**src/rtl/pwm_cfg_controller.sv**
```systemverilog
// PWM configuration controller: owns the enable and duty registers and runs
// a timed fade engine that steps the duty cycle toward a programmed target.
// SPI register writes always take priority over the fade engine.
module pwm_cfg_controller #(
  parameter logic [7:0] STEP_SIZE      = 8'd1,
  parameter logic [7:0] INTERVAL_RESET = 8'd255
) (
  input  logic       clk,
  input  logic       rst_n,
  input  logic       wr_strobe,
  input  logic [6:0] wr_addr,
  input  logic [7:0] wr_data,
  output logic [7:0] en_reg_out_7_0,
  output logic [7:0] en_reg_out_15_8,
  output logic [7:0] en_reg_pwm_7_0,
  output logic [7:0] en_reg_pwm_15_8,
  output logic [7:0] pwm_duty_cycle,
  output logic       fade_busy,
  output logic       fade_done
);

  localparam logic [6:0] ADDR_EN_OUT_LO = 7'h00;
  localparam logic [6:0] ADDR_EN_OUT_HI = 7'h01;
  localparam logic [6:0] ADDR_EN_PWM_LO = 7'h02;
  localparam logic [6:0] ADDR_EN_PWM_HI = 7'h03;
  localparam logic [6:0] ADDR_DUTY      = 7'h04;
  localparam logic [6:0] ADDR_TARGET    = 7'h05;
  localparam logic [6:0] ADDR_INTERVAL  = 7'h06;

  typedef enum logic {StIdle, StRun} state_e;

  state_e     r_state;
  state_e     w_state_next;
  logic [7:0] r_en_out_lo, r_en_out_hi, r_en_pwm_lo, r_en_pwm_hi;
  logic [7:0] w_en_out_lo_next, w_en_out_hi_next, w_en_pwm_lo_next, w_en_pwm_hi_next;
  logic [7:0] r_duty, w_duty_next;
  logic [7:0] r_target, w_target_next;
  logic [7:0] r_interval, w_interval_next;
  logic [7:0] r_cnt, w_cnt_next;
  logic       r_done, w_done_next;

  // Step arithmetic signals
  logic       w_up;
  logic [8:0] w_dist;
  logic       w_arrive;
  logic [7:0] w_stepped;

  // Distance to target and the clamped next duty value for one fade step
  always_comb begin
    w_up = (r_target > r_duty);
    if (w_up) begin
      w_dist = {1'b0, r_target} - {1'b0, r_duty};
    end else begin
      w_dist = {1'b0, r_duty} - {1'b0, r_target};
    end
    w_arrive = (w_dist <= {1'b0, STEP_SIZE});
    // Landing exactly on target prevents overshoot and wrap past 0/255
    if (w_arrive) begin
      w_stepped = r_target;
    end else if (w_up) begin
      w_stepped = r_duty + STEP_SIZE;
    end else begin
      w_stepped = r_duty - STEP_SIZE;
    end
  end

  // Next-state logic: fade engine first, then register writes override it
  always_comb begin
    w_state_next     = r_state;
    w_en_out_lo_next = r_en_out_lo;
    w_en_out_hi_next = r_en_out_hi;
    w_en_pwm_lo_next = r_en_pwm_lo;
    w_en_pwm_hi_next = r_en_pwm_hi;
    w_duty_next      = r_duty;
    w_target_next    = r_target;
    w_interval_next  = r_interval;
    w_cnt_next       = r_cnt;
    w_done_next      = 1'b0;

    if (r_state == StRun) begin
      if (r_cnt != 8'd0) begin
        w_cnt_next = r_cnt - 8'd1;
      end else begin
        w_duty_next = w_stepped;
        w_cnt_next  = r_interval;
        if (w_arrive) begin
          w_state_next = StIdle;
          w_done_next  = 1'b1;
        end
      end
    end

    if (wr_strobe) begin
      case (wr_addr)
        ADDR_EN_OUT_LO: w_en_out_lo_next = wr_data;
        ADDR_EN_OUT_HI: w_en_out_hi_next = wr_data;
        ADDR_EN_PWM_LO: w_en_pwm_lo_next = wr_data;
        ADDR_EN_PWM_HI: w_en_pwm_hi_next = wr_data;
        ADDR_INTERVAL:  w_interval_next  = wr_data;
        ADDR_DUTY: begin
          // Direct write aborts any fade and discards a same-cycle step
          w_duty_next  = wr_data;
          w_state_next = StIdle;
          w_cnt_next   = 8'd0;
          w_done_next  = 1'b0;
        end
        ADDR_TARGET: begin
          // Retarget is judged against the pre-step duty; any step is dropped
          w_target_next = wr_data;
          w_duty_next   = r_duty;
          if (wr_data == r_duty) begin
            w_state_next = StIdle;
            w_cnt_next   = 8'd0;
            w_done_next  = 1'b1;
          end else begin
            w_state_next = StRun;
            w_cnt_next   = r_interval;
            w_done_next  = 1'b0;
          end
        end
        default: ;
      endcase
    end
  end

  // State and configuration registers
  always_ff @(posedge clk or negedge rst_n) begin
    if (!rst_n) begin
      r_state     <= StIdle;
      r_en_out_lo <= 8'h00;
      r_en_out_hi <= 8'h00;
      r_en_pwm_lo <= 8'h00;
      r_en_pwm_hi <= 8'h00;
      r_duty      <= 8'h00;
      r_target    <= 8'h00;
      r_interval  <= INTERVAL_RESET;
      r_cnt       <= 8'h00;
      r_done      <= 1'b0;
    end else begin
      r_state     <= w_state_next;
      r_en_out_lo <= w_en_out_lo_next;
      r_en_out_hi <= w_en_out_hi_next;
      r_en_pwm_lo <= w_en_pwm_lo_next;
      r_en_pwm_hi <= w_en_pwm_hi_next;
      r_duty      <= w_duty_next;
      r_target    <= w_target_next;
      r_interval  <= w_interval_next;
      r_cnt       <= w_cnt_next;
      r_done      <= w_done_next;
    end
  end

  assign en_reg_out_7_0  = r_en_out_lo;
  assign en_reg_out_15_8 = r_en_out_hi;
  assign en_reg_pwm_7_0  = r_en_pwm_lo;
  assign en_reg_pwm_15_8 = r_en_pwm_hi;
  assign pwm_duty_cycle  = r_duty;
  assign fade_busy       = (r_state == StRun);
  assign fade_done       = r_done;

endmodule

```
**config.mk**
```make
export PLATFORM = sky130hd
export DESIGN_NAME = pwm_cfg_controller
export DESIGN_NICKNAME = d
export VERILOG_FILES = /design/src/rtl/pwm_cfg_controller.sv
export SDC_FILE = /design/constraint.sdc
export NUM_CORES = 1
export LEC_CHECK = 0
export CAP_MARGIN = 20
export CORE_ASPECT_RATIO = 0.8
export CORE_MARGIN = 4
export CORE_UTILIZATION = 40
export DETAILED_ROUTE_END_ITERATION = 8
export GPL_ROUTABILITY_DRIVEN = 0
export HOLD_SLACK_MARGIN = 0.06
export PLACE_DENSITY = 0.6
export SYNTH_ARGS = -nofsm -noshare
export SYNTH_HDL_FRONTEND = slang
export SYNTH_SLANG_ARGS = --single-unit
export TNS_END_PERCENT = 100
```
**constraint.sdc**
```tcl
create_clock -name clk -period 4.05 [get_ports clk]
set_clock_uncertainty 0.1 [all_clocks]
set_input_delay 0.81 -clock clk [delete_from_list [all_inputs] [get_ports clk]]
set_output_delay 0.81 -clock clk [all_outputs]
set_load 0.01 [all_outputs]
```
==> run summary, run 1 <==
HPWL Detailed: 8390 µm
Mapped Area: 4210 µm²
DR DRC count: 0
Clk sinks: 66
Number of DRC markers in iteration 0: 113
Clock root cell: clkbuf_16
Number of global-route vias before repair: 3477
Mapped Cells: 412
Storage element area: 1660 µm²
HP Class: reg2reg
Setup slack, reg-to-reg: 0.42 ns
Reg2Reg Capture Point: pwm_duty_cycle[7]
Nets: 515
Final wirelength: 11300 µm
Hold buffers post-CTS: 0
Vias: 3407
Max stage delay cell, worst path: ha_1
Setup TNS: 0 ns
Post-synth EDFFs: 0
Clk slew on worst S/H paths: 0.06 ns
Overall Global Routing Usage: 19.4%
Post-synth top flop: dfrtp_1
Period utilization: 89.7%
CTS tree: built
Synth Warn #: 0
Hold Path End: en_reg_pwm_7_0[1]
Worst EP arrival: 3.74 ns
Antenna violations before repair: 0
Final ANT Viol Nets: 0
Leakage: 0.00228 µW
Top Ports: 60
Slew Limit Fails: 0
Worst Path Max Fanout: 10
Post_cts resized: 0
Clk_lat worst skew: 0.33 ns
Worst path cell trace: inv_1, ha_1, and3_2, o21ai_1, a21oi_1, o22ai_2, ha_1, a21o_1, a21oi_1, o21bai_1, o41ai_1, xnor3_1, nand4_1, nand3_1
Post-synth cell types: 66
Initial Utilization: 41.0%
# diodes: 0
Crit end category: flop
Status: completed
Worst path buffer plus inverter count: 1
Min-Delay Startpoint: en_reg_pwm_7_0[1]
Die Width: 123 µm
Filler cells: 935
Gr ovfl total: 0
Seq/Total Area, Yosys: 39.5%
CP delay by family, top: compound AO/OA/AOI/OAI gates
Slew HR: 56.0%
Die area: 12200 µm²
Site Rows: 33
Hold path depth: 1
Largest net degree at the start of global routing: 31
RSZ-0062 raised after global routing: false
Met1 WL: 5580 µm
Worst path max stage delay: 0.44 ns
Syn avg cell area: 10.2 µm²
First-pass GRT wire length: 18500 µm
CTS Buf Count: 9
Final Power: 2560 µW
RR Startpoint: pwm_duty_cycle[2]
Setup Fix Bufs, Post-CTS: 0
Syn_nets: 456
Core box area: 10300 µm²
Synthesized flop and latch total: 66
CP required: 4.16 ns
Power Density: 487 nW/µm²
Vias per cell: 5.53
Synth async-reset ratio: 100%
PortBufs: 59
Share of layout cells above drive strength 1: 21.0%
DR WL met3: 811 µm
Max frequency: 0.275 GHz
Worst Max-Slew Pin Slew: 0.659 ns
Maxcap violations: 0
CTS Buffer Depth: 2
Hold Vio Cnt, Final: 0
Drt pass-1 iters: 4
Worst setup SP type: flop
DR top layer: met4
# setup viols final: 0
Maximum VDD drop: 0.000298 V
Die Y: 99.8 µm
R2R depth: 14
Area grow syn2layout: 24.7%
Wire per inst: 18.4 µm
CP Class: reg2reg
Multi-input logic area: 2330 µm²
H-Tree Depth: 3
Met2 routed WL: 4810 µm
Tmin final: 3.63 ns
==> report_power, final <==
group	leakage, µW	switching (µW)	internal, µW	total (µW)
logic	0.00127	460	415	875
registers	0.000851	90.7	752	843
clock network	0.000159	283	556	839
total	0.00228	834	1720	2560
==> worst max-delay path by stage <==
stage                                  from                 to  depth (start not counted)
after CTS                 pwm_duty_cycle[2]  pwm_duty_cycle[7]                         14
after global placement    pwm_duty_cycle[3]  pwm_duty_cycle[7]                         14
after detailed placement  pwm_duty_cycle[2]  pwm_duty_cycle[7]                         14
after floorplan           pwm_duty_cycle[1]  pwm_duty_cycle[7]                         14
after global routing      pwm_duty_cycle[2]  pwm_duty_cycle[7]                         14
final                     pwm_duty_cycle[2]  pwm_duty_cycle[7]                         14
==> area by class of cell <==
class                   count  area share [%]
inverters                  26            1.86
multi-input cells         300            44.5
well taps                 140            3.34
flip-flops and latches     66            31.6
clock buffers              10            4.55
clock inverters             6            1.72
repair buffers             68            12.4
==> flip-flops by register name (all words and copies together) (netlist names) <==
signal / flops
en_reg_out_15_8: 8
r_interval: 8
r_cnt: 8
r_target: 8
en_reg_pwm_7_0: 8
fade_done: 1
fade_busy: 1
en_reg_pwm_15_8: 8
pwm_duty_cycle: 8
en_reg_out_7_0: 8
==> synth_stat cells, types with 6 or more instances <==
library cell / instances / area share [%]
xor2_1: 13 / 2.7
nor3_1: 10 / 1.2
nor2_1: 18 / 1.6
nand3_1: 11 / 1.3
buf_2: 6 / 0.71
dfrtp_1: 58 / 34
inv_1: 26 / 2.3
nand4_1: 9 / 1.3
nand2_1: 25 / 2.2
mux2_2: 48 / 13
o21ai_0: 21 / 2.5
a21o_1: 7 / 1.2
a21oi_1: 25 / 3.0
dfstp_2: 8 / 5.0
ha_1: 23 / 6.8
clkbuf_1: 7 / 0.62
==> cells in the final DEF, fill, tap and decap left out, types with 10 or more instances in the layout <==
cell              n
clkdlybuf4s50_1  58
o21ai_0          21
nand2_1          25
nor2_1           18
mux2_2           48
a21oi_1          25
inv_1            26
nor3_1           10
dfrtp_1          58
nand3_1          11
ha_1             23
xor2_1           13
==> stage by stage <==
stage               cell area (µm²)  util (%)  hold WS, ns  cells  worst slack [ns]
floorplan                      4210         -        0.396    412             0.519
global placement               4920      47.9        0.388    600             0.617
detailed placement             4920      47.9        0.394    600             0.484
CTS                            5250      51.1        0.405    616             0.460
global route                   5250      51.1        0.419    616             0.134
finish                         5250      51.1        0.401    616             0.418
==> logic make-up after synthesis <==
kind of cell	count (synthesis)	synth area share (%)
AO/OA/AOI/OAI	94	14.7
XOR/XNOR	19	4.28
adder cells (fa/ha/maj)	26	8.26
buffers and inverters	46	5.08
flip-flops	66	39.5
multiplexers	51	13.6
AND/OR/NAND/NOR	110	14.7
==> layer usage <==
| metal | vias to the layer above | track usage (%) |
|---|---|---|
| met5 | - | 0 |
| li1 | 1618 | - |
| met3 | 11 | 5.51 |
| met2 | 103 | 27.6 |
| met4 | 0 | 5.25 |
| met1 | 1675 | 28.9 |
Power figures use the tool's default switching activity.
==> run 2, diff against run 1 <==
CTS_CLUSTER_DIAMETER = 40   (was not set)
PLACE_DENSITY = 0.62   (was 0.6)
REMOVE_ABC_BUFFERS = 1   (was not set)
==> run summary, run 2 (synthesis results as in run 1) <==
Clk pwr share: 30.1% (was 32.8%)
Die Width: 123 µm (unchanged)
Share of layout cells above drive strength 1: 20.4% (was 21.0%)
Post_cts resized: 0 (unchanged)
Period utilization: 91.2% (was 89.7%)
Clk_lat worst skew: 0.34 ns (was 0.33 ns)
Die Y: 99.8 µm (unchanged)
Vias per cell: 5.57 (was 5.53)
Crit end category: flop (unchanged)
Nets: 516 (was 515)
PortBufs: 59 (unchanged)
Status: completed (unchanged)
Area grow syn2layout: 23.6% (was 24.7%)
Dpl cell area: 4930 µm² (was 4920 µm²)
Number of global-route vias before repair: 3441 (was 3477)
Power Density: 474 nW/µm² (was 487 nW/µm²)
# diodes: 0 (unchanged)
Worst setup SP type: flop (unchanged)
Hold Vio Cnt, Final: 0 (unchanged)
Final ANT Viol Nets: 0 (unchanged)
Number of DRC markers in iteration 0: 194 (was 113)
HP Class: in2async (was reg2reg)
Largest net degree at the start of global routing: 33 (was 31)
RR Startpoint: pwm_duty_cycle[2] (unchanged)
Maximum VDD drop: 0.000218 V (was 0.000298 V)
Worst path max stage delay: 0.44 ns (about the same)
CTS Buffer Depth: 2 (unchanged)
Worst Max-Slew Pin Slew: 0.684 ns (was 0.659 ns)
Worst Path Max Fanout: 10 (unchanged)
Final wirelength: 11300 µm (about the same)
CP delay by family, top: compound AO/OA/AOI/OAI gates (unchanged)
Slew Limit Fails: 0 (unchanged)
Slew HR: 54.4% (was 56.0%)
Clk slew on worst S/H paths: 0.05 ns (was 0.06 ns)
Antenna violations before repair: 0 (unchanged)
Finished Layout Cells: 615 (was 616)
Fin util: 50.6% (was 51.1%)
Core box area: 10300 µm² (unchanged)
Max stage delay cell, worst path: dfrtp_1 (was ha_1)
Drt pass-1 iters: 5 (was 4)
Int Pwr: 1640 µW (was 1720 µW)
Flop pwr share: 33.8% (was 33.0%)
H-Tree Depth: 3 (unchanged)
Worst EP arrival: 3.80 ns (was 3.74 ns)
Switching Fraction: 33.5% (was 32.6%)
Worst path cell trace: inv_1, ha_1, and3_2, o21ai_1, a21oi_1, o22ai_2, ha_1, a21o_1, a21oi_1, o21bai_1, o41ai_1, xnor3_1, nand4_1, nand3_1 (unchanged)
Hold buffers post-CTS: 0 (unchanged)
Share of total power in combinational logic: 36.1% (was 34.2%)
Wire per inst: 18.4 µm (about the same)
First-pass GRT wire length: 18300 µm (was 18500 µm)
Max frequency: 0.271 GHz (was 0.275 GHz)
Setup Fix Bufs, Post-CTS: 0 (unchanged)
Commonest non-fill, non-tap cells in the layout: dfrtp_1, clkdlybuf4s50_1, mux2_2, inv_1 (unchanged)
Overall Global Routing Usage: 19.5% (was 19.4%)
CP Class: reg2reg (unchanged)
CTS tree: built (unchanged)
Top Ports: 60 (unchanged)
Die area: 12200 µm² (unchanged)
CP required: 4.16 ns (about the same)
Clk sinks: 66 (unchanged)
# setup viols final: 0 (unchanged)
Setup TNS: 0 ns (unchanged)
CTS Buf Count: 9 (unchanged)
RSZ-0062 raised after global routing: false (unchanged)
Tmin final: 3.69 ns (was 3.63 ns)
HPWL Detailed: 8250 µm (was 8390 µm)
Gr ovfl total: 0 (unchanged)
Worst path buffer plus inverter count: 1 (unchanged)
Maxcap violations: 0 (unchanged)
Site Rows: 33 (unchanged)
Initial Utilization: 41.0% (unchanged)
Crit path launch: pwm_duty_cycle[2] (unchanged)
Post-layout instance area: 5200 µm² (was 5250 µm²)
Vias: 3428 (was 3407)
Placed Cells: 601 (was 600)
Clock root cell: clkbuf_16 (unchanged)
Net switching power figure: 828 µW (was 834 µW)
Leakage: 0.00226 µW (was 0.00228 µW)
DR DRC count: 0 (unchanged)
==> run 2: changes by cell type in the layout (fill, tap and decap cells not counted) <==
cell / previous run / this run
clkbuf_1: 0 / 2
clkinv_4: 2 / 0
buf_4: 9 / 10
bufinv_16: 2 / 1
clkbuf_8: 1 / 0
==> run 2: worst register-to-register path, delay by kind of cell, from the launching register on <==
family          cells  cell delay, ns
buf+inv             1            0.09
flops               1            0.44
compound gates      7            1.45
simple gates        3            0.47
fa+ha+maj           2            0.72
xor+xnor            1            0.28
==> run 2: final timing paths <==
check | cells past startpoint | slack [ns] | endpoint
setup reg to reg | 14 | 0.36 | pwm_duty_cycle[7]
hold reg to reg | 1 | 0.41 | en_reg_pwm_15_8[6]
hold / removal | 1 | 0.41 | en_reg_pwm_15_8[2]
setup / recovery | 14 | 0.36 | pwm_duty_cycle[7]
max in group asynchronous | 2 | 2.60 | r_interval[6]
min in group clk | 1 | 0.41 | en_reg_pwm_15_8[6]
==> run 2: area by class of cell <==
cell class,instances,area (µm²)
clock inverters,3,42.5
inverters,26,97.6
fillers,929,5080
flip-flops and latches,66,1660
multi-input cells,300,2330
clock buffers,11,233
repair buffers,69,661
well taps,140,175
==> run 2: through the flow <==
stage | setup WS [ns] | hold WS (ns) | total power [µW]
after CTS | 0.441 | 0.407 | 2470
final | 0.358 | 0.405 | 2470
after global placement | 0.649 | 0.388 | 1700
after floorplan | 0.519 | 0.396 | 1420
after global routing | 0.163 | 0.411 | 2610
after detailed placement | 0.471 | 0.395 | 1720
==> run 2: power groups by stage <==
stage               Sequential, µW  Combinational (µW)  Clock (µW)
floorplan                      850                 575           0
global placement               843                 859           0
detailed placement             844                 874           0
CTS                            835                 880         753
global route                   849                 979         784
finish                         835                 892         742
==> run 2: layer usage <==
| metal | track usage, % | share of wire (%) | vias to the layer above |
|---|---|---|---|
| li1 | - | - | 1613 |
| met1 | 27.3 | 47 | 1670 |
| met2 | 27.9 | 43 | 132 |
| met3 | 8.53 | 9.3 | 13 |
| met4 | 3.87 | 1.1 | 0 |
| met5 | 0 | 0 | - |
